**config.mk**
```make
export PLATFORM = sky130hd
export DESIGN_NAME = tlb_ctrl
export DESIGN_NICKNAME = d
export VERILOG_FILES = /design/src/rtl/tlb_ctrl.sv
export SDC_FILE = /design/constraint.sdc
export NUM_CORES = 1
export LEC_CHECK = 0
export ABC_CLOCK_PERIOD_IN_PS = 5550
export BUFFER_PORTS_ARGS = -buffer_cell sky130_fd_sc_hd__buf_2
export CORE_AREA = 10 10 397 399
export DETAILED_ROUTE_END_ITERATION = 8
export DIE_AREA = 0 0 407 409
export GPL_TIMING_DRIVEN = 0
export PLACE_DENSITY = 0.48
export SYNTH_ARGS = -nofsm -noshare
export SYNTH_HDL_FRONTEND = slang
export SYNTH_SLANG_ARGS = --single-unit
```
**constraint.sdc**
```tcl
create_clock -name clk -period 5.55 [get_ports clk]
set_input_delay 0.555 -clock clk [delete_from_list [all_inputs] [get_ports clk]]
set_output_delay 0.555 -clock clk [all_outputs]
set_load 0.05 [all_outputs]
```
**src/rtl/tlb_ctrl.sv**
```systemverilog
// TLB entry array controller: indexed/random writes, multi-cycle invalidation
// scan and an optional one-cycle registered search port.
// Optional feature: define LAIN_TLB_SRCH_EN to build the search path.

package tlb_ctrl_pkg;
  localparam int unsigned ASID_W = 10;
  localparam int unsigned VPN_W  = 19;
  localparam int unsigned PS_W   = 6;
  localparam int unsigned PPN_W  = 20;

  typedef struct packed {
    logic              e;
    logic              g;
    logic [PS_W-1:0]   ps;
    logic [ASID_W-1:0] asid;
    logic [VPN_W-1:0]  vpn;
  } tlb_key_t;

  typedef struct packed {
    tlb_key_t          key;
    logic [PPN_W-1:0]  ppn;
  } tlb_entry_t;

  typedef struct packed {
    logic              clr_global;
    logic              clr_nonglobal;
    logic              check_asid;
    logic              check_vpn;
    logic [ASID_W-1:0] asid;
    logic [VPN_W-1:0]  vpn;
  } tlb_inv_req_t;
endpackage

module tlb_ctrl
  import tlb_ctrl_pkg::*;
#(
  parameter int unsigned TLB_ENTRY_NUM = 16,
  parameter int unsigned INV_PER_CYCLE = 4
) (
  input  logic                             clk,
  input  logic                             rst_n,
  input  logic                             tlb_we_i,
  input  logic                             tlb_fill_i,
  input  logic [$clog2(TLB_ENTRY_NUM)-1:0] tlb_w_index_i,
  input  tlb_entry_t                       tlb_w_entry_i,
  input  logic                             inv_valid_i,
  output logic                             inv_ready_o,
  input  tlb_inv_req_t                     tlb_inv_req_i,
  output logic                             inv_done_o,
  input  logic                             srch_valid_i,
  input  logic [ASID_W-1:0]                srch_asid_i,
  input  logic [VPN_W-1:0]                 srch_vpn_i,
  output logic                             srch_hit_o,
  output logic [$clog2(TLB_ENTRY_NUM)-1:0] srch_index_o,
  output tlb_entry_t                       entries_o [TLB_ENTRY_NUM]
);

  localparam int unsigned IDX_W     = $clog2(TLB_ENTRY_NUM);
  localparam int unsigned ENTRY_W   = $bits(tlb_entry_t);
  localparam int unsigned BODY_W    = ENTRY_W - 1;
  localparam logic [15:0] LFSR_TAPS = 16'hB400;
  localparam logic [15:0] LFSR_SEED = 16'h0001;
  localparam logic [PS_W-1:0] PS_4K = PS_W'(12);
  localparam logic [IDX_W-1:0] LAST_PTR  = IDX_W'(TLB_ENTRY_NUM - INV_PER_CYCLE);
  localparam logic [IDX_W-1:0] PTR_STEP  = IDX_W'(INV_PER_CYCLE);
  localparam logic [IDX_W-1:0] GRP_MASK  = ~IDX_W'(INV_PER_CYCLE - 1);

  typedef enum logic {ST_IDLE, ST_SCAN} state_e;

  // Entry storage: valid bits are reset, the rest of each entry is not.
  logic [TLB_ENTRY_NUM-1:0] e_q;
  logic [BODY_W-1:0]        body_q [TLB_ENTRY_NUM];
  tlb_entry_t               entries_c [TLB_ENTRY_NUM];

  logic [15:0]              lfsr_q;
  logic [IDX_W-1:0]         fill_idx_c;
  logic [TLB_ENTRY_NUM-1:0] wr_sel_c;
  logic [TLB_ENTRY_NUM-1:0] clr_c;

  state_e                   state_q, state_d;
  logic [IDX_W-1:0]         ptr_q;
  tlb_inv_req_t             req_q;
  logic                     accept_c;
  logic                     scan_c;
  logic                     last_grp_c;
  logic                     inv_ready_d, inv_done_d;
  logic                     inv_ready_q, inv_done_q;

  // VPN compare honouring 4 KiB pages; larger pages ignore the low 10 bits.
  function automatic logic vpn_match(input tlb_key_t k, input logic [VPN_W-1:0] vpn);
    vpn_match = (k.vpn[VPN_W-1:10] == vpn[VPN_W-1:10]) &&
                ((k.ps != PS_4K) || (k.vpn[9:0] == vpn[9:0]));
  endfunction

  // Invalidation match rule for one entry key against the captured descriptor.
  function automatic logic inv_match(input tlb_key_t k, input tlb_inv_req_t r);
    inv_match = (r.clr_global && k.g) ||
                (r.clr_nonglobal && !k.g &&
                 (!r.check_asid || ((k.asid == r.asid) &&
                                    (!r.check_vpn || vpn_match(k, r.vpn)))));
  endfunction

  // Assemble the visible array from the valid bits and the unreset bodies.
  always_comb begin
    for (int i = 0; i < TLB_ENTRY_NUM; i++) begin
      entries_c[i] = tlb_entry_t'({e_q[i], body_q[i]});
    end
  end

  assign entries_o = entries_c;

  // Galois LFSR that free-runs to pick the random fill slot.
  always_ff @(posedge clk or negedge rst_n) begin
    if (!rst_n) begin
      lfsr_q <= LFSR_SEED;
    end else begin
      lfsr_q <= {1'b0, lfsr_q[15:1]} ^ (lfsr_q[0] ? LFSR_TAPS : 16'h0000);
    end
  end

  assign fill_idx_c = lfsr_q[IDX_W-1:0];

  // Per-entry write select and scan clear; indexed write wins over fill.
  always_comb begin
    wr_sel_c = '0;
    clr_c    = '0;
    for (int i = 0; i < TLB_ENTRY_NUM; i++) begin
      wr_sel_c[i] = (tlb_we_i && (tlb_w_index_i == IDX_W'(i))) ||
                    (tlb_fill_i && !tlb_we_i && (fill_idx_c == IDX_W'(i)));
      clr_c[i]    = scan_c && ((IDX_W'(i) & GRP_MASK) == ptr_q) &&
                    inv_match(entries_c[i].key, req_q);
    end
  end

  // Valid bits: a same-cycle write overrides an invalidation.
  always_ff @(posedge clk or negedge rst_n) begin
    if (!rst_n) begin
      e_q <= '0;
    end else begin
      for (int i = 0; i < TLB_ENTRY_NUM; i++) begin
        if (wr_sel_c[i]) begin
          e_q[i] <= tlb_w_entry_i.key.e;
        end else if (clr_c[i]) begin
          e_q[i] <= 1'b0;
        end
      end
    end
  end

  // Entry bodies: data only, no reset needed.
  always_ff @(posedge clk) begin
    for (int i = 0; i < TLB_ENTRY_NUM; i++) begin
      if (wr_sel_c[i]) begin
        body_q[i] <= tlb_w_entry_i[BODY_W-1:0];
      end
    end
  end

  // FSM state register.
  always_ff @(posedge clk or negedge rst_n) begin
    if (!rst_n) begin
      state_q <= ST_IDLE;
    end else begin
      state_q <= state_d;
    end
  end

  assign last_grp_c = (ptr_q == LAST_PTR);

  // FSM next-state logic.
  always_comb begin
    state_d = state_q;
    case (state_q)
      ST_IDLE: if (inv_valid_i) state_d = ST_SCAN;
      ST_SCAN: if (last_grp_c)  state_d = ST_IDLE;
      default: state_d = ST_IDLE;
    endcase
  end

  // FSM output decode.
  always_comb begin
    accept_c    = 1'b0;
    scan_c      = 1'b0;
    inv_done_d  = 1'b0;
    inv_ready_d = 1'b0;
    accept_c    = (state_q == ST_IDLE) && inv_valid_i;
    scan_c      = (state_q == ST_SCAN);
    inv_done_d  = scan_c && last_grp_c;
    inv_ready_d = (state_d == ST_IDLE);
  end

  // Handshake outputs registered; done lands with the final group's clears.
  always_ff @(posedge clk or negedge rst_n) begin
    if (!rst_n) begin
      inv_ready_q <= 1'b1;
      inv_done_q  <= 1'b0;
    end else begin
      inv_ready_q <= inv_ready_d;
      inv_done_q  <= inv_done_d;
    end
  end

  assign inv_ready_o = inv_ready_q;
  assign inv_done_o  = inv_done_q;

  // Scan pointer and captured descriptor.
  always_ff @(posedge clk or negedge rst_n) begin
    if (!rst_n) begin
      ptr_q <= '0;
      req_q <= '0;
    end else if (accept_c) begin
      ptr_q <= '0;
      req_q <= tlb_inv_req_i;
    end else if (scan_c) begin
      ptr_q <= ptr_q + PTR_STEP;
    end
  end

`ifdef LAIN_TLB_SRCH_EN
  logic             srch_hit_c, srch_hit_q;
  logic [IDX_W-1:0] srch_idx_c, srch_idx_q;

  // Search hit rule for one key.
  function automatic logic srch_match(input tlb_key_t k, input logic [ASID_W-1:0] asid,
                                      input logic [VPN_W-1:0] vpn);
    srch_match = k.e && (k.g || (k.asid == asid)) && vpn_match(k, vpn);
  endfunction

  // Lowest-index priority encode over the pre-update array.
  always_comb begin
    srch_hit_c = 1'b0;
    srch_idx_c = '0;
    for (int i = TLB_ENTRY_NUM - 1; i >= 0; i--) begin
      if (srch_match(entries_c[i].key, srch_asid_i, srch_vpn_i)) begin
        srch_hit_c = 1'b1;
        srch_idx_c = IDX_W'(i);
      end
    end
  end

  // Search result register, held until the next request.
  always_ff @(posedge clk or negedge rst_n) begin
    if (!rst_n) begin
      srch_hit_q <= 1'b0;
      srch_idx_q <= '0;
    end else if (srch_valid_i) begin
      srch_hit_q <= srch_hit_c;
      srch_idx_q <= srch_idx_c;
    end
  end

  assign srch_hit_o   = srch_hit_q;
  assign srch_index_o = srch_idx_q;
`else
  logic unused_srch;

  assign unused_srch  = ^{srch_valid_i, srch_asid_i, srch_vpn_i};
  assign srch_hit_o   = 1'b0;
  assign srch_index_o = '0;
`endif

endmodule
```
==> results of run 1 <==
[cells in the final DEF (no fill, tap or decap), types with 12 or more instances in the layout]
cell and count:
nand3_1 18, nor2_1 18, buf_2 1061, mux2i_1 12, nor4_1 64, o41ai_1 16
o22ai_4 14, xnor2_1 240, clkbuf_16 110, nand2_1 36, dlygate4sd3_1 14, mux2_2 34
buf_12 36, clkinv_1 23, edfxtp_1 896, nand4_1 79, buf_4 16, nor3_1 15
xor2_1 227, o21ai_0 14, dfrtp_1 68, a31oi_1 16, clkbuf_1 39
[stage by stage]
stage | instance area (um^2) | worst slack (ns) | hold WS [ns] | util | TNS [ns]
finish | 48320 | 1.910 | 0.08034 | 0.3233 | 0
global route | 48300 | 1.819 | 0.03153 | 0.3233 | 0
CTS | 48300 | 1.820 | 0.001994 | 0.3232 | 0
detailed placement | 44600 | 1.808 | 0.3347 | 0.2985 | 0
global placement | 43400 | -5.424 | 0.3341 | 0.2905 | -2089.19
floorplan | 35820 | 1.267 | 0.2594 | - | 0
[logic make-up (layout without fill, tap and decap cells)]
kind of cell | Yosys count | after routing | synth area share
DFF | 966 | 966 | 0.8004
xor gates and xnor gates | 467 | 467 | 0.1142
and+or+nand+nor | 252 | 252 | 0.03994
buffers and inverters | 87 | 1357 | 0.01296
AOI/OAI and AO/OA | 85 | 85 | 0.01691
muxes | 46 | 46 | 0.01405
adders and majority gates | 4 | 4 | 0.001398
other | 1 | 10 | 0.0001047
[area by class of cell]
type,count,area share
plain buffers,78,0.008883
clock inverters,55,0.01365
inverters,9,0.0008546
diodes,5,0.0002590
repair buffers,1073,0.1290
flip-flops and latches,966,0.5932
clock buffers,142,0.05987
well taps,2016,0.05221
multi-input cells,859,0.1421
[layer usage]
metal / vias to the layer above / track usage
li1: 9615 / -
met3: 185 / 0.06086
met2: 1064 / 0.3329
met1: 12080 / 0.2495
met5: - / 0
met4: 6 / 0.05411
[final timing paths]
check	to	slack, ns	depth (start not counted)
max	e_q[14]	1.91	7
min	req_q[18]	0.08	2
max reg2reg	e_q[14]	1.91	7
min reg2reg	lfsr_q[6]	0.35	0
max in group asynchronous	inv_ready_o	4.33	3
min in group asynchronous	req_q[15]	0.44	2
[cells in the mapped netlist (2+ instances only)]
cell type and n:
a31oi_1 16, o21a_1 10, nand3b_1 2, or2_1 2, inv_1 8, o22ai_2 2
mux2i_1 12, nand3_1 18, mux2_2 34, o21ai_0 14, ha_1 4, nor3_1 15
and3_1 4, nor4_1 64, edfxtp_1 896, nand4bb_1 2, nand4_1 79, nor2_1 18
nand2_1 36, nor2b_1 2, buf_6 2, nand2b_1 5, o41ai_1 16, xor2_1 227
o22ai_1 11, buf_4 15, xnor2_1 240, a21oi_1 6, clkbuf_1 9, dfrtp_1 68
buf_2 51, dfstp_2 2, a211oi_1 4, o211a_1 2
[worst max-delay path: cells and delay by family, from the launching register on]
kind,cells,cell delay [ns]
flip-flops,1,0.32
AND/OR/NAND/NOR,3,2.29
AO/OA/AOI/OAI,1,0.14
buffers and inverters,2,0.63
XOR/XNOR,1,0.10
[state kept, by name (all words and copies together) (netlist names)]
register,count
scan_c,1
e_q,16
inv_done_o,1
lfsr_q,16
inv_ready_o,1
req_q,33
ptr_q,2
body_q,896
[power breakdown]
group	internal, mW	total [mW]	leakage [nW]	switching, mW
clock	4.19	7.26	1.71	3.07
combinational	1.61	5.25	6.96	3.64
sequential	8.31	8.50	9.00	0.184
[timing repair]
action | 4_1_cts | 5_1_grt
gates resized for setup | 0 | 0
buffers inserted | 0 | 0
hold endpoints to repair | 49 | 0
hold buffers | 14 | 0
==> out/qor.csv, run 1 <==
stage,metric,value,unit
outcome,status,"complete, no violations",
route,drtIter0Drc,2013,
yosys,yosysTopAreaCellShare,0.7514,
critical_path,cp-end-kind,register,
critical_path,critical_path_arrival,4.17,ns
job,maxCapViolCount,0,
route,wl_met2,84270,um
yosys,synth_cells,1908,
grt,grt_start_max_net_pins,59,
critical_path,critPathLaunchType,register,
floorplan,die_w,407,um
route,ant_nets,0,
timing,maxSlewViolCount,0,
final_layout,multi_input_area,6864,um^2
clock_tree,clk_pin_slew,0.06,ns
critical_path,cp-startpoint,req_q[0],
critical_path,cp_slowest_cell,nor4_1,
final_layout,syn_to_final_growth,34.93,%
critical_path,cp_cell_sequence,buf_2 -> buf_4 -> xor2_1 -> nor4_1 -> nand4_1 -> nand4_1 -> a31oi_1,
yosys,ys_seq_area_frac,0.8004,
yosys,synth-edff-count,896,
timing,setup_viol,0,
placed_design,place.detailed.hpwl,136300,um
timing,fmax,274.7,MHz
power,power,21.01,mW
timing,finalHoldViolations,0,
final_layout,stdcell_count,5203,
route,wl_per_cell,33.42,um
timing,tightest_slew,1.447,ns
grt,gr-usage-all-layers,0.1999,
floorplan,dieHeight,409,um
route,wl_met3,15170,um
floorplan,pin_count,1048,
route,route.vias.total,22950,
route,drt_wl_total,173900,um
final_layout,seqCellArea,28660,um^2
clock_tree,numCtsBuffers,107,
timing,fin_skew,0.05696,ns
route,met1Wirelength,70170,um
placed_design,place_inst,4986,
floorplan,core-area,149400,um^2
critical_path,max_stage_delay,1.03,ns
placed_design,portBuffers,1011,
yosys,ys.flop_type,edfxtp_1,
yosys,synth.ff_latch_count,966,
yosys,ys_types,46,
yosys,yosys_warnings,0,
timing,finalCriticalPeriod,3.640,ns
placed_design,gp_congestion,0.8449,
clock_tree,cts.sinks,966,
critical_path,r2r-start,req_q[0],
yosys,async_flop_share,0.07246,
critical_path,required,6.08,ns
route,maxUsedRoutingLayer,met5,
timing,post-route-period-util,0.6559,
clock_tree,cts_root_buffer,clkbuf_16,
yosys,netlist_area,35810,um^2
power,p_per_area,434.8,nW/um^2
worst_hold_path,hold_start,tlb_inv_req_i[18],
power,vdd_ir_drop_max,293.5,uV
route,drtPass1Iterations,5,
timing,rsz0062_at_grt,no,
yosys,netlist_top_cells_area,"edfxtp_1 75%, xnor2_1 5.9%, xor2_1 5.6%",
floorplan,die_area,166500,um^2
critical_path,cpMostUsedCell,nand4_1,
final_layout,drive_above_1_share,0.4170,
yosys,syn_avg_cell_area,18.77,um^2
yosys,synth.largest_area_cell,edfxtp_1,
floorplan,start_util,0.2396,
power,leakagePower,17.66,nW
grt,grt_pass1_wl,224800,um
grt,grt_pass1_vias,23130,
clock_tree,clock_path_buffers,3,
floorplan,row_count,142,
clock_tree,cts_tree,built,
grt,grt_overflow_total,0,
critical_path,cp_max_fo,10,
clock_tree,clock_latency,0.73,ns
final_layout,fill_cells,14770,
critical_path,worstSetupPathType,register to register,
grt,antenna_found_initial,12,
route,via_per_inst,4.411,
clock_tree,cts.htree.levels,3,
final_layout,nets,3227,
route,drc,0,
timing,slew_headroom,0.02622,
worst_hold_path,hold_class,input port to register,
(Power assumes the default switching activity.)
==> run 2: changes to the inputs <==
- ABC_CLOCK_PERIOD_IN_PS: 5550 -> 3500
- clock period: 5.55 -> 3.5 ns (I/O delays scaled with it)
==> out/qor.csv, run 2 (same netlist as run 1, synthesis figures left out) <==
stage,metric,value,unit
final_layout,post-route-util,0.3267,
grt,grt_start_max_net_pins,59,
final_layout,largest_register,body_q,
critical_path,reg2reg_depth,7,
job,maxCapViolCount,0,
power,vdd_ir_drop_max,469.7,uV
final_layout,syn_to_final_growth,36.35,%
worst_hold_path,hold_start,tlb_w_entry_i[47],
critical_path,r2r_end,e_q[11],
final_layout,seqCellArea,28660,um^2
timing,rsz0062_at_grt,no,
final_layout,reg.largest.list,"body_q (896), req_q (33)",
final_layout,final_common_cell,buf_2,
power,seqPwrFrac,0.403,
clock_tree,numCtsBuffers,105,
critical_path,critical_path_arrival,4.01,ns
timing,tightest_slew,1.378,ns
timing,slew_headroom,0.06898,
floorplan,core-area,149400,um^2
timing,finalCriticalPeriod,3.460,ns
clock_tree,clock_latency,0.73,ns
grt,antenna_found_initial,10,
worst_hold_path,hold_class,input port to register,
floorplan,pin_count,1048,
worst_hold_path,whs_path_depth,1,
critical_path,worstSetupPathType,register to register,
clock_tree,clock_path_buffers,3,
clock_tree,cts.htree.levels,3,
route,route.vias.total,23220,
grt,grt_pass1_vias,23270,
critical_path,rrSetupSlack,0.04,ns
final_layout,final_cell_mix,"1062 x buf_2, 896 x edfxtp_1, 240 x xnor2_1",
outcome,status,"complete, no violations",
route,drtIter0Drc,2198,
final_layout,largest_reg_flops,896,
timing,fmax,289.1,MHz
floorplan,row_count,142,
timing,finalHoldViolations,0,
critical_path,critPathLaunchType,register,
floorplan,dieHeight,409,um
grt,grt_overflow_total,0,
timing,post-route-period-util,0.9884,
final_layout,drive_above_1_share,0.4159,
power,p_per_area,684.4,nW/um^2
timing,setup_viol,0,
floorplan,die_w,407,um
power,comb_power_share,0.251,
route,wl_per_cell,32.73,um
placed_design,gp_congestion,0.8625,
power,intPower,22.45,mW
critical_path,cp_max_fo,10,
critical_path,required,4.06,ns
route,drtPass1Iterations,5,
power,p_clk_frac,0.346,
timing,maxSlewViolCount,0,
power,power,33.42,mW
route,drt_wl_total,171900,um
grt,grt_pass1_wl,223600,um
clock_tree,cts_tree,built,
route,via_per_inst,4.422,
placed_design,place.detailed.hpwl,134200,um
route,ant_nets,0,
grt,gr-usage-all-layers,0.1979,
final_layout,nets,3271,
final_layout,multi_input_area,6889,um^2
worst_hold_path,hold_path_end,body_q[1][103],
power,p_sw,10.97,mW
final_layout,fill_cells,14720,
clock_tree,clk_pin_slew,0.07,ns
floorplan,start_util,0.2396,
clock_tree,cts_root_buffer,clkbuf_16,
critical_path,cp-end-kind,register,
floorplan,die_area,166500,um^2
critical_path,r2r-start,req_q[8],
power,swShare,0.3281,
route,drc,0,
clock_tree,cts.sinks,966,
power,leakagePower,17.87,nW
timing,fin_skew,0.05762,ns
placed_design,portBuffers,1011,
## run 2: routing by layer
layer  routed length (um)  track usage  share of wire
met1                68120       0.2447           0.40
met5                   62            0        0.00036
met3                16040      0.06277          0.093
met2                83170       0.3294           0.48
met4                 4487      0.05622          0.026
## run 2: layout make-up
type / count / area share
Inverter: 9 / 0.0008457
Tap cell: 2016 / 0.05167
Antenna cell: 7 / 0.0003588
Multi-Input combinational cell: 859 / 0.1411
Sequential cell: 966 / 0.5870
Clock inverter: 72 / 0.01709
Timing Repair Buffer: 1119 / 0.1375
Buffer: 78 / 0.008790
Clock buffer: 126 / 0.05564
## run 2: worst max-delay path: stages, from the launching register on
cell	delay (ns)
dfrtp_1	0.31
buf_2	0.30
buf_4	0.35
xor2_1	0.11
nor4_1	0.82
nand4_1	0.57
nand4_1	0.66
a31oi_1	0.17
## run 2: timing repair
action / 4_1_cts / 5_1_grt
gates resized for setup: 1 / 0
endpoints found under the hold margin: 387 / 0
hold buffers: 59 / 0
setup buffers: 0 / 0
setup endpoints to repair: 2 / 0
## run 2: power groups by stage
stage / clock [mW] / sequential, mW / combinational, mW
2_1_floorplan: 0 / 14.7 / 4.26
3_3_place_gp: 0 / 13.7 / 8.25
3_5_place_dp: 0 / 13.7 / 8.33
4_1_cts: 11.8 / 13.5 / 8.43
5_1_grt: 12.2 / 13.5 / 8.85
6_report: 11.6 / 13.5 / 8.37
## run 2: through the flow
stage / setup TNS [ns] / std cells / hold slack (ns) / cell area (um^2) / setup WS (ns)
3_5_place_dp: -0.08822 / 4988 / 0.3347 / 44650 / -0.05768
3_3_place_gp: -2703.52 / 4939 / 0.3348 / 43430 / -7.115
4_1_cts: 0 / 5245 / 0.00003558 / 48800 / 0.02630
5_1_grt: 0 / 5246 / 0.02624 / 48810 / 0.03150
2_1_floorplan: -274.36 / 1912 / 0.05441 / 35850 / -0.7832
6_report: 0 / 5252 / 0.08536 / 48820 / 0.04049
## run 2: how the worst max path moves through the flow
stage / from / endpoint / slack [ns] / depth (start not counted)
after floorplan: lfsr_q[0] / e_q[7] / -0.78 / 5
after global placement: lfsr_q[0] / e_q[3] / -7.11 / 5
after detailed placement: req_q[8] / e_q[11] / -0.06 / 7
after CTS: req_q[8] / e_q[11] / 0.03 / 7
after global routing: req_q[8] / e_q[11] / 0.03 / 7
final: req_q[8] / e_q[11] / 0.04 / 7
